===== src/rtl/csr_trap_ctrl_if.sv =====
// Bus bundle between the core and csr_trap_ctrl: CSR access port,
// trap/interrupt/MRET requests and the fetch redirect.
// master = core side, slave = csr_trap_ctrl.
interface csr_trap_ctrl_if;
   logic [11:0] csr_addr;
   logic [31:0] csr_rdata;
   logic        csr_addr_invalid;
   logic        csr_wen;
   logic [31:0] csr_wdata;
   logic        illegal_csr;
   logic        instr_retire;
   logic [31:0] pc_in;
   logic        trap_req;
   logic [31:0] trap_cause;
   logic [31:0] trap_val;
   logic        mret_req;
   logic        ext_irq;
   logic        timer_irq;
   logic [1:0]  current_mode;
   logic        busy;
   logic        redirect_valid;
   logic [31:0] redirect_pc;

   modport master (
      output csr_addr, csr_wen, csr_wdata, illegal_csr, instr_retire, pc_in,
             trap_req, trap_cause, trap_val, mret_req, ext_irq, timer_irq,
      input  csr_rdata, csr_addr_invalid, current_mode, busy, redirect_valid, redirect_pc
   );

   modport slave (
      input  csr_addr, csr_wen, csr_wdata, illegal_csr, instr_retire, pc_in,
             trap_req, trap_cause, trap_val, mret_req, ext_irq, timer_irq,
      output csr_rdata, csr_addr_invalid, current_mode, busy, redirect_valid, redirect_pc
   );
endinterface


===== src/rtl/csr_trap_ctrl.sv =====
// Machine-mode CSR file and trap/MRET sequencer.
// Optional mcycle/minstret counters are built when CSR_COUNTERS_EN is defined.
module csr_trap_ctrl #(
   parameter logic [31:0] MTVEC_RESET = 32'h0000_0100,
   parameter logic [31:0] HART_ID     = 32'h0000_0000
) (
   input logic           clk,
   input logic           rst,
   csr_trap_ctrl_if.slave bus
);
   typedef enum logic [1:0] {
      ST_RUN        = 2'd0,
      ST_TRAP_SAVE  = 2'd1,
      ST_TRAP_REDIR = 2'd2,
      ST_MRET_EXEC  = 2'd3
   } state_t;

   state_t      state_r, state_nxt_s;
   logic [1:0]  mode_r;
   logic        st_mie_r, st_mpie_r;
   logic [1:0]  st_mpp_r;
   logic        ie_mtie_r, ie_meie_r;
   logic [31:0] mtvec_r, mscratch_r, mepc_r, mcause_r, mtval_r;
   logic [31:0] lat_cause_r, lat_pc_r, lat_val_r;
   logic        busy_r, redirect_valid_r;
   logic [31:0] redirect_pc_r;
   logic [31:0] rdata_s, cause_s, val_s;
   logic        invalid_s;

   // MPP only holds M (11) or U (00); any other encoding collapses to U.
   function automatic logic [1:0] legal_mpp(input logic [1:0] v);
      return (v == 2'b11) ? 2'b11 : 2'b00;
   endfunction

   // Vectored mode offsets interrupts by 4*cause; exceptions always use the base.
   function automatic logic [31:0] trap_target(input logic [31:0] tvec, input logic [31:0] cause);
      logic [31:0] base;
      base = {tvec[31:2], 2'b00};
      if (tvec[0] && cause[31]) begin
         return base + {25'd0, cause[4:0], 2'b00};
      end else begin
         return base;
      end
   endfunction

   wire in_run_s     = (state_r == ST_RUN);
   wire irq_ext_s    = st_mie_r && ie_meie_r && bus.ext_irq;
   wire irq_tmr_s    = st_mie_r && ie_mtie_r && bus.timer_irq;
   wire irq_take_s   = in_run_s && (irq_ext_s || irq_tmr_s);
   wire mret_legal_s = bus.mret_req && (mode_r == 2'b11);
   wire take_trap_s  = in_run_s && (bus.trap_req || irq_take_s || (bus.mret_req && !mret_legal_s));
   wire take_mret_s  = in_run_s && !bus.trap_req && !irq_take_s && mret_legal_s;
   wire csr_we_s     = in_run_s && bus.csr_wen && !bus.illegal_csr && !bus.trap_req
                       && !irq_take_s && !bus.mret_req;

   // Trap cause/value selection by priority: exception, external, timer, illegal MRET
   always_comb begin
      cause_s = 32'd2;
      val_s   = 32'd0;
      if (bus.trap_req) begin
         cause_s = bus.trap_cause;
         val_s   = bus.trap_val;
      end else if (irq_ext_s) begin
         cause_s = 32'h8000_000B;
      end else if (irq_tmr_s) begin
         cause_s = 32'h8000_0007;
      end else begin
         cause_s = 32'd2;
      end
   end

   // Sequencer state register
   always_ff @(posedge clk or posedge rst) begin
      if (rst) state_r <= ST_RUN;
      else     state_r <= state_nxt_s;
   end

   // Sequencer next-state: trap takes two busy cycles, MRET one
   always_comb begin
      state_nxt_s = state_r;
      case (state_r)
         ST_RUN: begin
            if (take_trap_s)      state_nxt_s = ST_TRAP_SAVE;
            else if (take_mret_s) state_nxt_s = ST_MRET_EXEC;
            else                  state_nxt_s = ST_RUN;
         end
         ST_TRAP_SAVE:  state_nxt_s = ST_TRAP_REDIR;
         ST_TRAP_REDIR: state_nxt_s = ST_RUN;
         ST_MRET_EXEC:  state_nxt_s = ST_RUN;
         default:       state_nxt_s = ST_RUN;
      endcase
   end

   // Architectural CSR state: trap latch, trap save, MRET restore, software writes
   always_ff @(posedge clk or posedge rst) begin
      if (rst) begin
         mode_r      <= 2'b11;
         st_mie_r    <= 1'b0;
         st_mpie_r   <= 1'b0;
         st_mpp_r    <= 2'b00;
         ie_mtie_r   <= 1'b0;
         ie_meie_r   <= 1'b0;
         mtvec_r     <= MTVEC_RESET;
         mscratch_r  <= 32'd0;
         mepc_r      <= 32'd0;
         mcause_r    <= 32'd0;
         mtval_r     <= 32'd0;
         lat_cause_r <= 32'd0;
         lat_pc_r    <= 32'd0;
         lat_val_r   <= 32'd0;
      end else begin
         case (state_r)
            ST_RUN: begin
               if (take_trap_s) begin
                  lat_cause_r <= cause_s;
                  lat_pc_r    <= bus.pc_in;
                  lat_val_r   <= val_s;
               end else if (csr_we_s) begin
                  case (bus.csr_addr)
                     12'h300: begin
                        st_mie_r  <= bus.csr_wdata[3];
                        st_mpie_r <= bus.csr_wdata[7];
                        st_mpp_r  <= legal_mpp(bus.csr_wdata[12:11]);
                     end
                     12'h304: begin
                        ie_mtie_r <= bus.csr_wdata[7];
                        ie_meie_r <= bus.csr_wdata[11];
                     end
                     12'h305: mtvec_r    <= {bus.csr_wdata[31:2], 1'b0, bus.csr_wdata[0]};
                     12'h340: mscratch_r <= bus.csr_wdata;
                     12'h341: mepc_r     <= {bus.csr_wdata[31:2], 2'b00};
                     12'h342: mcause_r   <= bus.csr_wdata;
                     12'h343: mtval_r    <= bus.csr_wdata;
                     default: ;
                  endcase
               end
            end
            ST_TRAP_SAVE: begin
               mepc_r    <= {lat_pc_r[31:2], 2'b00};
               mcause_r  <= lat_cause_r;
               mtval_r   <= lat_val_r;
               st_mpie_r <= st_mie_r;
               st_mie_r  <= 1'b0;
               st_mpp_r  <= mode_r;
               mode_r    <= 2'b11;
            end
            ST_MRET_EXEC: begin
               mode_r    <= st_mpp_r;
               st_mie_r  <= st_mpie_r;
               st_mpie_r <= 1'b1;
               st_mpp_r  <= 2'b00;
            end
            default: ;
         endcase
      end
   end

   // Registered stall and fetch-redirect outputs
   always_ff @(posedge clk or posedge rst) begin
      if (rst) begin
         busy_r           <= 1'b0;
         redirect_valid_r <= 1'b0;
         redirect_pc_r    <= 32'd0;
      end else begin
         busy_r           <= (state_nxt_s != ST_RUN);
         redirect_valid_r <= (state_r == ST_TRAP_SAVE) || (state_r == ST_MRET_EXEC);
         if (state_r == ST_TRAP_SAVE)      redirect_pc_r <= trap_target(mtvec_r, lat_cause_r);
         else if (state_r == ST_MRET_EXEC) redirect_pc_r <= mepc_r;
         else                              redirect_pc_r <= redirect_pc_r;
      end
   end

`ifdef CSR_COUNTERS_EN
   logic [63:0] mcycle_r, minstret_r;

   // Cycle and retire counters; a write to either half replaces that cycle's increment
   always_ff @(posedge clk or posedge rst) begin
      if (rst) begin
         mcycle_r   <= 64'd0;
         minstret_r <= 64'd0;
      end else begin
         if (csr_we_s && (bus.csr_addr == 12'hB00))      mcycle_r <= {mcycle_r[63:32], bus.csr_wdata};
         else if (csr_we_s && (bus.csr_addr == 12'hB80)) mcycle_r <= {bus.csr_wdata, mcycle_r[31:0]};
         else                                            mcycle_r <= mcycle_r + 64'd1;
         if (csr_we_s && (bus.csr_addr == 12'hB02))      minstret_r <= {minstret_r[63:32], bus.csr_wdata};
         else if (csr_we_s && (bus.csr_addr == 12'hB82)) minstret_r <= {bus.csr_wdata, minstret_r[31:0]};
         else if (bus.instr_retire)                      minstret_r <= minstret_r + 64'd1;
         else                                            minstret_r <= minstret_r;
      end
   end
`else
   wire unused_retire_s = bus.instr_retire;
`endif

   // Combinational CSR read mux
   always_comb begin
      rdata_s   = 32'd0;
      invalid_s = 1'b0;
      case (bus.csr_addr)
         12'h300: rdata_s = {19'd0, st_mpp_r, 3'd0, st_mpie_r, 3'd0, st_mie_r, 3'd0};
         12'h304: rdata_s = {20'd0, ie_meie_r, 3'd0, ie_mtie_r, 7'd0};
         12'h305: rdata_s = mtvec_r;
         12'h340: rdata_s = mscratch_r;
         12'h341: rdata_s = mepc_r;
         12'h342: rdata_s = mcause_r;
         12'h343: rdata_s = mtval_r;
         12'h344: rdata_s = {20'd0, bus.ext_irq, 3'd0, bus.timer_irq, 7'd0};
         12'hF14: rdata_s = HART_ID;
`ifdef CSR_COUNTERS_EN
         12'hB00, 12'hC00: rdata_s = mcycle_r[31:0];
         12'hB80, 12'hC80: rdata_s = mcycle_r[63:32];
         12'hB02, 12'hC02: rdata_s = minstret_r[31:0];
         12'hB82, 12'hC82: rdata_s = minstret_r[63:32];
`endif
         default: begin
            rdata_s   = 32'd0;
            invalid_s = 1'b1;
         end
      endcase
   end

   assign bus.csr_rdata        = rdata_s;
   assign bus.csr_addr_invalid = invalid_s;
   assign bus.current_mode     = mode_r;
   assign bus.busy             = busy_r;
   assign bus.redirect_valid   = redirect_valid_r;
   assign bus.redirect_pc      = redirect_pc_r;
endmodule


===== src/flat_wrapper.sv =====
// flat-port wrapper written by rule: the top's interface ports become plain ports
module csr_trap_ctrl_flat 
#(
   parameter logic [31:0] MTVEC_RESET = 32'h0000_0100,
   parameter logic [31:0] HART_ID     = 32'h0000_0000
)
  (clk, rst, bus_csr_addr, bus_csr_wen, bus_csr_wdata, bus_illegal_csr, bus_instr_retire, bus_pc_in, bus_trap_req, bus_trap_cause, bus_trap_val, bus_mret_req, bus_ext_irq, bus_timer_irq, bus_csr_rdata, bus_csr_addr_invalid, bus_current_mode, bus_busy, bus_redirect_valid, bus_redirect_pc);
  csr_trap_ctrl_if bus_i ();
  input logic clk;
  input logic rst;
  input wire logic [$bits(bus_i.csr_addr)-1:0] bus_csr_addr;
  input wire logic [$bits(bus_i.csr_wen)-1:0] bus_csr_wen;
  input wire logic [$bits(bus_i.csr_wdata)-1:0] bus_csr_wdata;
  input wire logic [$bits(bus_i.illegal_csr)-1:0] bus_illegal_csr;
  input wire logic [$bits(bus_i.instr_retire)-1:0] bus_instr_retire;
  input wire logic [$bits(bus_i.pc_in)-1:0] bus_pc_in;
  input wire logic [$bits(bus_i.trap_req)-1:0] bus_trap_req;
  input wire logic [$bits(bus_i.trap_cause)-1:0] bus_trap_cause;
  input wire logic [$bits(bus_i.trap_val)-1:0] bus_trap_val;
  input wire logic [$bits(bus_i.mret_req)-1:0] bus_mret_req;
  input wire logic [$bits(bus_i.ext_irq)-1:0] bus_ext_irq;
  input wire logic [$bits(bus_i.timer_irq)-1:0] bus_timer_irq;
  output wire logic [$bits(bus_i.csr_rdata)-1:0] bus_csr_rdata;
  output wire logic [$bits(bus_i.csr_addr_invalid)-1:0] bus_csr_addr_invalid;
  output wire logic [$bits(bus_i.current_mode)-1:0] bus_current_mode;
  output wire logic [$bits(bus_i.busy)-1:0] bus_busy;
  output wire logic [$bits(bus_i.redirect_valid)-1:0] bus_redirect_valid;
  output wire logic [$bits(bus_i.redirect_pc)-1:0] bus_redirect_pc;
  assign bus_i.csr_addr = bus_csr_addr;
  assign bus_i.csr_wen = bus_csr_wen;
  assign bus_i.csr_wdata = bus_csr_wdata;
  assign bus_i.illegal_csr = bus_illegal_csr;
  assign bus_i.instr_retire = bus_instr_retire;
  assign bus_i.pc_in = bus_pc_in;
  assign bus_i.trap_req = bus_trap_req;
  assign bus_i.trap_cause = bus_trap_cause;
  assign bus_i.trap_val = bus_trap_val;
  assign bus_i.mret_req = bus_mret_req;
  assign bus_i.ext_irq = bus_ext_irq;
  assign bus_i.timer_irq = bus_timer_irq;
  assign bus_csr_rdata = bus_i.csr_rdata;
  assign bus_csr_addr_invalid = bus_i.csr_addr_invalid;
  assign bus_current_mode = bus_i.current_mode;
  assign bus_busy = bus_i.busy;
  assign bus_redirect_valid = bus_i.redirect_valid;
  assign bus_redirect_pc = bus_i.redirect_pc;
  csr_trap_ctrl #(.MTVEC_RESET(MTVEC_RESET), .HART_ID(HART_ID)) u_core (.clk(clk), .rst(rst), .bus(bus_i));
endmodule

===== config.mk =====
export PLATFORM = sky130hd
export DESIGN_NAME = csr_trap_ctrl_flat
export DESIGN_NICKNAME = d
export VERILOG_FILES = /design/src/rtl/csr_trap_ctrl_if.sv /design/src/rtl/csr_trap_ctrl.sv /design/src/flat_wrapper.sv
export SDC_FILE = /design/constraint.sdc
export NUM_CORES = 1
export LEC_CHECK = 0
export CORE_MARGIN = 10
export CORE_UTILIZATION = 45
export DETAILED_ROUTE_END_ITERATION = 10
export PLACE_DENSITY = 0.69
export SLEW_MARGIN = 30
export SYNTH_ARGS = -nofsm -noshare
export SYNTH_HDL_FRONTEND = slang
export SYNTH_SLANG_ARGS = --single-unit

===== constraint.sdc =====
create_clock -name clk -period 19.9 [get_ports clk]
set_clock_uncertainty 0.1 [all_clocks]
set_input_delay 3.98 -clock clk [delete_from_list [all_inputs] [get_ports clk]]
set_output_delay 3.98 -clock clk [all_outputs]
set_load 0.02 [all_outputs]

======== Word-level counts from Yosys, hierarchy flattened ========
Cells that the tools add are included.
storage, ports and cells
  flip-flop bits (word level) ............. 299
  output and inout bits ................... 69
operators by class
  $add $sub $neg .......................... 1
  equality and inequality tests ........... 20
  multiplexer cells ....................... 38
  bitwise gates (word level) .............. 1
  reductions and logical operators ........ 41
operators by type and width
  kind                                                                      count
  32-bit 2-to-1 mux                                                         16
  32-bit case mux with 8 select lines                                       1
  32-bit case mux with 2 select lines                                       3
  12-bit by 10-bit equality test with 1-bit output (second input constant)  8
  32-bit by 7-bit adder with 32-bit output                                  1
  4-bit AND reduction                                                       7
  1-bit logical AND                                                         17
  12-bit equality test (second input constant)                              1
  2-bit 2-to-1 mux                                                          6
  2-bit inequality test (second input constant)                             6
  2-bit case mux with 3 select lines                                        2
  9-bit OR reduction                                                        1
  2-bit equality test (second input constant)                               4
  1-bit 2-to-1 mux                                                          7
  1-bit case mux with 3 select lines                                        2
  2-bit nonzero test                                                        3
  1-bit zero test                                                           5
  1-bit logical OR                                                          4
  2-bit case mux with 2 select lines                                        1
  3-bit nonzero test                                                        1
  2-bit by 1-bit equality test with 1-bit output (second input constant)    1
  2-bit zero test                                                           1
  2-bit AND reduction                                                       1
  2-bit OR reduction                                                        1
  1-bit NOT                                                                 1

======== Longest topological paths before layout ========
  depth in word-level cells ............... 11
  mapped depth ............................ 9
  mapped depth without buffers ............ 8

======== Worst setup path before layout ========
OpenSTA, ideal clock, no wires.
  kind .................................... input to output
  start ................................... input bus_csr_addr[1]
  end ..................................... output bus_csr_rdata[30]
  arrival ................................. 5.622 ns
  setup slack ............................. 10.198 ns
  stages on the path ...................... 6
  cell sequence ........................... clkbuf_1 buf_2 nor2_1 clkbuf_1 a22oi_1 o21ai_0
on the way
  word-level cells in the longest chain between the ends .. 2
  elaborated cells on any way between the ends .. 9
ends and longest elaborated chain
  item                                              line                  text
  start, declared                                   flat_wrapper.sv:11    input wire logic [$bits(bus_i.csr_addr)-1:0] bus_csr_addr;
  12-bit by 10-bit equality test with 1-bit output  csr_trap_ctrl.sv:199  case (bus.csr_addr)
  32-bit case mux with 8 select lines *             csr_trap_ctrl.sv:199
  end, declared                                     flat_wrapper.sv:23    output wire logic [$bits(bus_i.csr_rdata)-1:0] bus_csr_rdata;
Mark *: on every way between the ends. The rest lies on a longest branch, timed or not.

======== Worst setup path in the final report ========
  start ................................... input bus_csr_addr[6]
  end ..................................... output bus_csr_rdata[7]
The elaborated chain is that of the path after synthesis.

==> results_dict.tcl <==
set metrics [dict create \
    finalNetCount 1819 \
    drt-initial-drc-count 998 \
    cts_made_buffers 34 \
    cts_tree "done" \
    clkSinkCount 293 \
    place.gp.congestion 0.855 \
    dr_total_vias 11802 \
    use_met2 0.346 \
    fillCellCount 2721 \
    die_h_um 198 \
    drtAntennaViolNets 0 \
    rr_worst_depth 6 \
    io_buffers 212 \
    crit_chain "clkdlybuf4s50_1, nor3b_1, nand3_1, or2_2, nor3_1, a21oi_1, o211ai_1, clkdlybuf4s50_1" \
    period_minus_slack_ns 10.96 \
    regArea_um2 7340 \
    clk_latency_ns 0.51 \
    slowest_stage "clkdlybuf4s50_1" \
    synth-seq-cells 293 \
    final_common_cell "nand2_1" \
    avgRoutedWirePerCell_um 21.5 \
    ys_async_sr_fraction 1.00 \
    worst_ep_required_time_ns 15.82 \
    start_kind "input port" \
    ys.flop_type "dfrtp_1" \
    core_um2 31400 \
    top_level_ports 218 \
    syn_inst 1500 \
    max_freq_ghz 0.0912 \
    die_area_um2 39100 \
    post_cts_buffers 0 \
    die_x_um 198 \
    drt_wl_total_um 45000 \
    syn_area_um2 14200 \
    grt-ovfl-total 0 \
    synth_top_family_by_area "simple AND/OR/NAND/NOR gates" \
    met1_usage 0.325 \
    cpPeakStageDelay_ns 0.66 \
    grt_util_all_layers 0.228 \
    ys_warn_count 0 \
    holdBufCountCts 0 \
    dp_hpwl_um 28600 \
    syn_area_per_cell_um2 9.49 \
    synthSimpleGateAreaFrac 0.195 \
    multiInputGateArea_um2 6440 \
    cts_root_buf "clkbuf_16" \
    hold_viol 0 \
    clk_pin_slew_worst_paths_ns 0.06 \
    whs_ns 0.366 \
    final.setup.tns_ns 0 \
    tightest_slew_ns 0.981 \
    synth_compound_area_frac 0.117 \
    finalCritPeriodShare 0.551 \
    drt-pass1-iter-count 5 \
    ys_seq_area_frac 0.516 \
    synth_cell_types 57 \
    grt_pass1_wl_um 70700 \
    antenna_found_initial 0 \
    end_kind "output pin" \
    num_antenna_cells 0 \
    grt-busiest-layer "met2" \
    hold_class "reg2reg" \
    timing.slew.headroom 0.346 \
    synth_edf_count 0 \
    crit_arrival_ns 6.88 \
    grt_use_met3 0.0472 \
    grt_max_degree 173 \
    critical_path.max_fanout 33 \
    cap_viol_max_count 0 \
    drc 0 \
    synth_xor_xnor_area_share 0.0160 \
    initial_utilization 0.453 \
    rows 65 \
    p_leak_nw 8.40 \
    cts_resized 0 \
    grt_pass1_vias 11963 \
    powerDensity_nw_per_um2 131 \
    stdcell_count 2089 \
    crit_top_cell "clkdlybuf4s50_1" \
    crit_type "in2out" \
    h-tree-depth 2 \
    viasPerCell 5.65 \
    slew_viol_final 0 \
    synthAdderAreaFrac 0.00580 \
    clock_path_buffers 3 \
    outcome "completed" \
    drive_above_1_share 0.119 \
    synthMuxAreaShare 0.114 \
    area_growth_pct 25.4 \
    irDropWorstVdd_uv 83.9 \
    setup_viol 0 \
    whs_path_depth 2 \
    final_cell_mix "nand2_1, dfrtp_1, clkdlybuf4s50_1, nor2_1, nand3_1" \
    rsz0062_at_grt "no" \
    dp_cells 2028 \
]
-- report_power, final --
| part | switching, mW | internal, mW |
|---|---|---|
| logic | 0.456 | 0.284 |
| clock network | 0.246 | 0.404 |
| registers | 0.140 | 0.817 |
| total | 0.842 | 1.51 |
-- final cells by class --
cell class,count,area share
Clock inverter,3,0.00364
Tap cell,402,0.0282
Inverter,11,0.00273
Clock buffer,56,0.0620
Timing Repair Buffer,238,0.132
Multi-Input combinational cell,1086,0.361
Sequential cell,293,0.411
-- flip-flops by register name, indices dropped and copies added, names as in the netlist --
signal                     count
u_core.st_mpie_r               1
u_core.lat_pc_r               30
u_core.ie_mtie_r               1
u_core.st_mie_r                1
u_core.mtvec_r                31
u_core.lat_cause_r            32
u_core.mscratch_r             32
u_core.ie_meie_r               1
u_core.bus.redirect_pc        30
u_core.bus.current_mode        2
u_core.state_r                 2
u_core.lat_val_r              32
u_core.bus.redirect_valid      1
u_core.st_mpp_r                2
u_core.mcause_r               32
u_core.mtval_r                32
u_core.bus.busy                1
u_core.mepc_r                 30
-- metal layers --
layer	part of all wire	routed length, um
met5	0	0
met2	0.44	20000
met1	0.46	20700
met3	0.075	3380
met4	0.021	926
-- path summary, 6_finish.rpt --
path	startpoint	end	slack (ns)
max in group asynchronous	rst	u_core.lat_val_r[19]	14.78
min reg2reg	u_core.lat_cause_r[9]	u_core.lat_cause_r[9]	0.37
max reg2reg	u_core.state_r[1]	u_core.st_mpie_r	16.74
max	bus_csr_addr[6]	bus_csr_rdata[7]	8.94
min	u_core.lat_cause_r[9]	u_core.lat_cause_r[9]	0.37
min in group asynchronous	rst	u_core.lat_val_r[3]	3.74
-- synthesized netlist by cell type, types with 2 or more instances --
library cell / count / area (um^2)
mux4_2: 2 / 45.0
or2_2: 5 / 31.3
clkbuf_1: 84 / 315
a22oi_1: 28 / 210
nand3_1: 76 / 380
nand2_1: 398 / 1490
buf_4: 2 / 15.0
buf_2: 19 / 95.1
dfstp_2: 3 / 78.8
o221ai_1: 4 / 35.0
nor3_2: 2 / 20.0
or3_1: 2 / 12.5
and2_1: 2 / 12.5
a21oi_1: 31 / 155
a21o_1: 3 / 22.5
o211ai_1: 3 / 22.5
a31oi_1: 66 / 413
nand2b_1: 2 / 12.5
xor2_1: 10 / 87.6
and3_1: 26 / 163
xnor2_1: 16 / 140
o21ai_0: 69 / 345
nor3_1: 9 / 45.0
a221o_1: 31 / 310
o21a_1: 3 / 22.5
mux2i_1: 40 / 400
buf_6: 3 / 33.8
inv_1: 10 / 37.5
o2bb2ai_1: 3 / 26.3
ha_1: 5 / 62.6
and4_1: 2 / 17.5
mux2_2: 64 / 721
nand4_1: 8 / 50.1
nor4_2: 2 / 25.0
nor2_1: 115 / 432
buf_1: 2 / 7.51
dfrtp_1: 290 / 7260
nor2b_1: 5 / 31.3
mux2_4: 30 / 450
a211oi_1: 8 / 60.1
-- worst max-delay path, delay by kind of cell --
kind | cells | cell delay, ns
AND/OR/NAND/NOR | 4 | 1.34
AO/OA/AOI/OAI | 2 | 0.24
buffers and inverters | 2 | 1.28
-- cells by family after synthesis --
kind of cell	count (synthesis)
xor+xnor	26
buf+inv	122
other cells	1
flops	293
mux	136
fa+ha+maj	6
compound gates	255
simple gates	661
-- per-stage QoR --
| step | worst slack (ns) | util | power, mW | instance area (um^2) |
|---|---|---|---|---|
| 6_report | 8.94 | 0.569 | 2.35 | 17900 |
| 5_1_grt | 8.75 | 0.569 | 2.50 | 17900 |
| 4_1_cts | 9.02 | 0.567 | 2.36 | 17800 |
| 3_5_place_dp | 9.04 | 0.530 | 1.70 | 16600 |
| 3_3_place_gp | 9.04 | 0.530 | 1.68 | 16600 |
| 2_1_floorplan | 7.73 | - | 1.41 | 14200 |
No activity file was read; power rests on OpenSTA's default activity.
